==> src/rtl/pc_fetch_sequencer.sv <==
// Fetch PC sequencer: owns the fetch PC, applies decode redirects (1-cycle redirect-to-fetch), traps misaligned targets.
// A stall holds the PC and buffers the newest aligned redirect until the stall drops.
module pc_fetch_sequencer #(
    parameter logic [31:0] RESET_VECTOR = 32'h0000_0000,
    parameter logic [31:0] TRAP_VECTOR  = 32'h0000_0100
) (
    input  logic        iClk,
    input  logic        iRst,
    input  logic        iStall,
    input  logic        iRedirectValid,
    input  logic [31:0] iRedirectTarget,
    input  logic        iTrapAck,
    output logic [31:0] oPCF,
    output logic [31:0] oPCPlus4F,
    output logic        oFetchValid,
    output logic        oFlushD,
    output logic        oMisalignedTrap,
    output logic [31:0] oTrapPC
);

    typedef enum logic [1:0] {
        S_BOOT = 2'd0,
        S_RUN  = 2'd1,
        S_TRAP = 2'd2
    } state_t;

    state_t      state_q, state_d;
    logic [31:0] pc_q, pc_d;
    logic        pend_vld_q, pend_vld_d;
    logic [31:0] pend_tgt_q, pend_tgt_d;
    logic        flush_q, flush_d;
    logic [31:0] trap_pc_q, trap_pc_d;
    logic        redirect_misaligned;

    assign redirect_misaligned = iRedirectValid && (iRedirectTarget[1:0] != 2'b00);

    always_ff @(posedge iClk) begin
        if (iRst) begin
            state_q    <= S_BOOT;
            pc_q       <= RESET_VECTOR;
            pend_vld_q <= 1'b0;
            pend_tgt_q <= 32'h0;
            flush_q    <= 1'b0;
            trap_pc_q  <= 32'h0;
        end else begin
            state_q    <= state_d;
            pc_q       <= pc_d;
            pend_vld_q <= pend_vld_d;
            pend_tgt_q <= pend_tgt_d;
            flush_q    <= flush_d;
            trap_pc_q  <= trap_pc_d;
        end
    end

    always_comb begin
        state_d    = state_q;
        pc_d       = pc_q;
        pend_vld_d = pend_vld_q;
        pend_tgt_d = pend_tgt_q;
        flush_d    = 1'b0;
        trap_pc_d  = trap_pc_q;
        case (state_q)
            S_BOOT: state_d = S_RUN;
            S_RUN: begin
                // A misaligned target traps even while stalled; the PC holds on the faulting path.
                if (redirect_misaligned) begin
                    state_d   = S_TRAP;
                    trap_pc_d = iRedirectTarget;
                    flush_d   = 1'b1;
                end else if (iStall) begin
                    if (iRedirectValid) begin
                        pend_vld_d = 1'b1;
                        pend_tgt_d = iRedirectTarget;
                    end
                end else if (iRedirectValid) begin
                    pc_d       = iRedirectTarget;
                    pend_vld_d = 1'b0;
                    flush_d    = 1'b1;
                end else if (pend_vld_q) begin
                    pc_d       = pend_tgt_q;
                    pend_vld_d = 1'b0;
                    flush_d    = 1'b1;
                end else begin
                    pc_d = pc_q + 32'd4;
                end
            end
            S_TRAP: begin
                if (iTrapAck) begin
                    state_d    = S_RUN;
                    pc_d       = TRAP_VECTOR;
                    pend_vld_d = 1'b0;
                end
            end
            default: state_d = S_BOOT;
        endcase
    end

    always_comb begin
        oFetchValid     = (state_q == S_RUN);
        oMisalignedTrap = (state_q == S_TRAP);
        oPCF            = pc_q;
        oPCPlus4F       = pc_q + 32'd4;
        oFlushD         = flush_q;
        oTrapPC         = trap_pc_q;
    end

endmodule

==> config.mk <==
export PLATFORM = sky130hd
export DESIGN_NAME = pc_fetch_sequencer
export DESIGN_NICKNAME = d
export VERILOG_FILES = /design/src/rtl/pc_fetch_sequencer.sv
export SDC_FILE = /design/constraint.sdc
export NUM_CORES = 1
export LEC_CHECK = 0
export CORE_UTILIZATION = 44
export DETAILED_ROUTE_END_ITERATION = 6
export GPL_TIMING_DRIVEN = 0
export PLACE_DENSITY = 0.78
export SYNTH_ARGS = -nofsm -noshare
export SYNTH_HDL_FRONTEND = slang
export SYNTH_SLANG_ARGS = --single-unit
export TNS_END_PERCENT = 50
==> constraint.sdc <==
create_clock -name iClk -period 1.9 [get_ports iClk]
set_input_delay 0.38 -clock iClk [delete_from_list [all_inputs] [get_ports iClk]]
set_output_delay 0.38 -clock iClk [all_outputs]
set_load 0.01 [all_outputs]
* Word level (Yosys, flattened, before mapping)
Index checks and enable logic that the tools add are counted.
** Storage, ports and cells
- Flip-flop bits (word level) :: 100
- Input bits :: 37
- Output and inout port bits :: 99
- Word-level logic and storage cells :: 44
** Cells by class
- $add $sub $neg :: 1
- Equality and inequality tests :: 7
- Mux-type cells :: 18
- Bitwise operators :: 2
- Reduce and logical (&&, ||, !) cells :: 10
** Operator list (count)
- 32-bit two-way mux :: 5
- 32-bit one-hot mux with 2 select lines :: 1
- 32-bit by 3-bit adder with 32-bit output, second input constant :: 1
- 4-bit AND reduction :: 3
- 1-bit two-way mux :: 8
- 2-bit inequality test, second input constant :: 3
- 2-bit one-hot mux with 3 select lines :: 1
- 2-bit two-way mux :: 2
- 2-bit AND reduction :: 2
- 2-bit nonzero test :: 2
- 3-bit inequality test, second input constant :: 1
- 2-bit by 1-bit == test with 1-bit output, second input constant :: 1
- 2-bit == test, second input constant :: 1
- 2-bit zero test :: 1
- 2-bit by 1-bit inequality test with 1-bit output, second input constant :: 1
- 1-bit inverter :: 2
- 1-bit one-hot mux with 2 select lines :: 1
- 2-bit OR reduction :: 1
- 1-bit logical AND :: 1

* Logic depth before layout (Yosys ltp)
- Word-level depth :: 6
- Mapped depth :: 8
- Gate-level depth less buffers :: 6

* Worst setup path after synthesis
OpenSTA, ideal clock, no wires.
- Path type :: register to output
- Start point :: register pc_q[2], in the netlist oPCF[2]
- End point :: output oPCPlus4F[28]
- Arrival time :: 1.849 ns
- Required time :: 1.520 ns
- Path slack :: -0.329 ns
- Stages on the path, launching flop included :: 8
- Path buffers :: 2
- Cells stage by stage :: dfxtp_1 > ha_1 > and3_1 > clkbuf_1 > nand2_1 > clkbuf_1 > or3_1 > xnor2_1
** On the way
- Word-level cells in the longest chain between the ends :: 1
** RTL lines
- start: declaration :: line 28 : logic [31:0] pc_q, pc_d;
- start signal: assignment :: line 47 : pc_q <= pc_d;
- 32-bit by 3-bit adder with 32-bit output :: line 102 : oPCPlus4F = pc_q + 32'd4;
- end: declaration :: line 14 : output logic [31:0] oPCPlus4F,
No other way between the ends.

* Worst setup path after layout
- Start point :: register pc_q[3], in the netlist oPCF[3]
- End point :: output oPCPlus4F[29]
Same word-level chain as after synthesis.

==> results.toml <==
[outcome]
outcome = "finished, violations left"
violations = "setup timing"

[route]
drt-pass1-iter-count = 7
dr_total_vias = 6564
drt_iter0_markers = 784
viasPerCell = 6.19
wl_per_cell_um = 21.2
final_antenna_net_count = 0
wl_mm = 22.5
post-route-drc-count = 0

[floorplan]
die_w_um = 109
die_h_um = 109
core_area_mm2 = 0.0110
start_util = 0.459
rows = 38
ios = 136
die_area_mm2 = 0.0119

[final_layout]
area_growth_pct = 66.8
diodes = 0
drive_gt1_frac = 0.306
seqCellArea_mm2 = 0.00209
multi_input_area_mm2 = 0.00337
layout.nets = 954
fillerInstances = 748

[worst_hold_path]
hold_class = "in -> reg"
holdPathStages = 3
min_from = "iRedirectTarget[1]"
hold_end = "oTrapPC[1]"

[cts]
clock_sinks = 100
h-tree-depth = 3
cts_tree = "done"
insertion_delay_ps = 350
root_buffer = "clkbuf_16"
cts_made_buffers = 9
clockBufferDepth = 2
clkTransAtPathRegs_ps = 80

[yosys]
netlist_area_mm2 = 0.00504
synthArstFlopShare = 0
synth_cells = 678
synth_fp_nets = 716
yosysTopAreaCell = "dfxtp_1"
syn_avg_cell_area_um2 = 7.44
synth_edf_count = 0
synthDistinctLibCells = 57
synthMostInstantiatedCell = "nand2_1"
yosysSeqAreaShare = 0.397
ys_ff_latch = 100
synth_flop_cell = "dfxtp_1"
yosysTopAreaCellShare = 0.397
synth_area_leaders = "dfxtp_1 (40%), nand2_1 (13%), a21oi_1 (8.6%), o21ai_0 (4.5%), xnor2_1 (2.8%)"
synth.top_cells.by_count = "nand2_1 (177), dfxtp_1 (100), a21oi_1 (87)"
yosys_warnings = 0

[placement]
port_buffers = 135
place_congestion = 0.922
dp_hpwl_mm = 13.2

[setup_path]
r2r_end = "oPCF[27]"
cp.required_ps = 1520
worst_ep_arrival_time_ps = 2110
r2r_start = "oPCF[3]"
start_kind = "flop"
crit_type = "reg -> out"
reg2reg_depth = 7
reg2reg_slack_ps = -250
crit_fanout = 5
cp-end-kind = "output pin"

[timing]
slew_headroom = 0.494
finClkSkew_ps = 8.70
max_slew.worst_pin.slew_ps = 759
hold_ws_ps = 449
finalWorstSetupSlack_ps = -586
rsz0062_at_grt = "true"
finalSetupTns_ps = -10360
hold_violations = 0
slew_viol_final = 0
fmax_mhz = 402
setup-violations-final = 32
fin_crit_sh = 1.31
period_minus_slack_ps = 2490

[global_route]
antenna_found_initial = 0
overflow = 0
grt_max_degree = 20
grt_pass1_wl_mm = 30.6
grt_usage = 0.339
grt_pass1_vias = 6046

[job]
max_cap_violations = 0

[power]
leakage_nw = 3.43
ir_drop_v = 0.000490
pwr_density_cell_mw_per_mm2 = 604
how the worst max path moves through the flow:
stage | from | end | cells after the start
floorplan | oPCF[4] | oPCPlus4F[29] | 4
global placement | iRedirectValid | oPCF[17] | 8
detailed placement | iRedirectValid | oPCF[17] | 8
CTS | oPCF[3] | oPCPlus4F[28] | 8
global route | oPCF[2] | oPCPlus4F[29] | 6
finish | oPCF[3] | oPCPlus4F[29] | 6
cell type report:
cell class,count,area share
timing repair buffer,230,0.249
multi-input combinational,519,0.400
sequential,100,0.248
clock buffer,9,0.0268
inverter,14,0.00714
clock inverter,7,0.0110
buffer,42,0.0370
tap,140,0.0208
power by group:
group	total, mW	internal (mW)	switching (mW)
clock network	1.97	1.06	0.911
registers	2.23	2.15	0.0745
logic	0.887	0.393	0.494
sequential cells by signal (all words and copies together) (netlist names):
name / flops
oPCF: 32
pend_tgt_q: 32
oTrapPC: 32
pend_vld_q: 1
state_q: 2
oFlushD: 1
cell families after synthesis:
group                      count (synthesis)  synth area share
and+or+nand+nor                          305             0.281
buffers and inverters                     59            0.0481
xor gates and xnor gates                  25            0.0434
adders and majority gates                  1           0.00248
DFF                                      100             0.397
muxes                                      7            0.0149
AOI/OAI and AO/OA                        181             0.213
cells in the final DEF, fill, tap and decap left out, types with 7 or more instances in the layout:
cell             netlist  final
xnor2_1               16      7
nor2_1                25     19
buf_2                  2     26
nand2_1              177    169
nand2b_1              11     11
o2bb2ai_1              7      7
a21oi_1               87     86
buf_6                  0     27
xnor2_2                0      8
clkbuf_1              32      8
buf_4                  5     73
clkbuf_4               0      7
o21ai_1                0      9
clkbuf_2               0      8
o21ai_0               45     30
dfxtp_1              100     72
and3_1                12      8
xor2_1                 9      7
dfxtp_4                0     21
inv_1                 12     11
dfxtp_2                0      7
clkdlybuf4s50_1        0     98
nand4_1                9      9
nand3_1               15     11
clkbuf_16              0     10
nor3_1                16     10
repair_timing:
action	in CTS	in global routing
hold buffers	0	0
setup endpoints to repair	128	114
buffers inserted	57	42
pin swaps	34	44
gates resized for setup	273	92
gates cloned	1	1
per-stage QoR:
step	cell area [um2]	worst slack [ps]	power (mW)	std cells	util
after floorplan	5160	-51.9	2.62	678	-
after CTS	7870	-544	4.98	1025	0.717
final	8410	-586	5.08	1061	0.766
after detailed placement	6690	-1270	3.02	953	0.609
after global placement	6690	-1260	3.00	953	0.609
after global routing	8410	-626	5.20	1061	0.766
worst max-delay path, cell delays in order (launching register included):
cell     delay (ps)
dfxtp_4         390
and4_4          330
nand4_1         170
buf_4           180
or3_4           400
xnor2_2         140
buf_2           150
routing by layer:
layer / track usage / wire, um / up-vias
met3: 0.0675 / 2360 / 130
met2: 0.555 / 10500 / 537
li1: - / - / 2859
met5: 0 / 0 / -
met1: 0.418 / 8300 / 3038
met4: 0.179 / 1250 / 0
No activity file was read; power rests on OpenSTA's default activity.
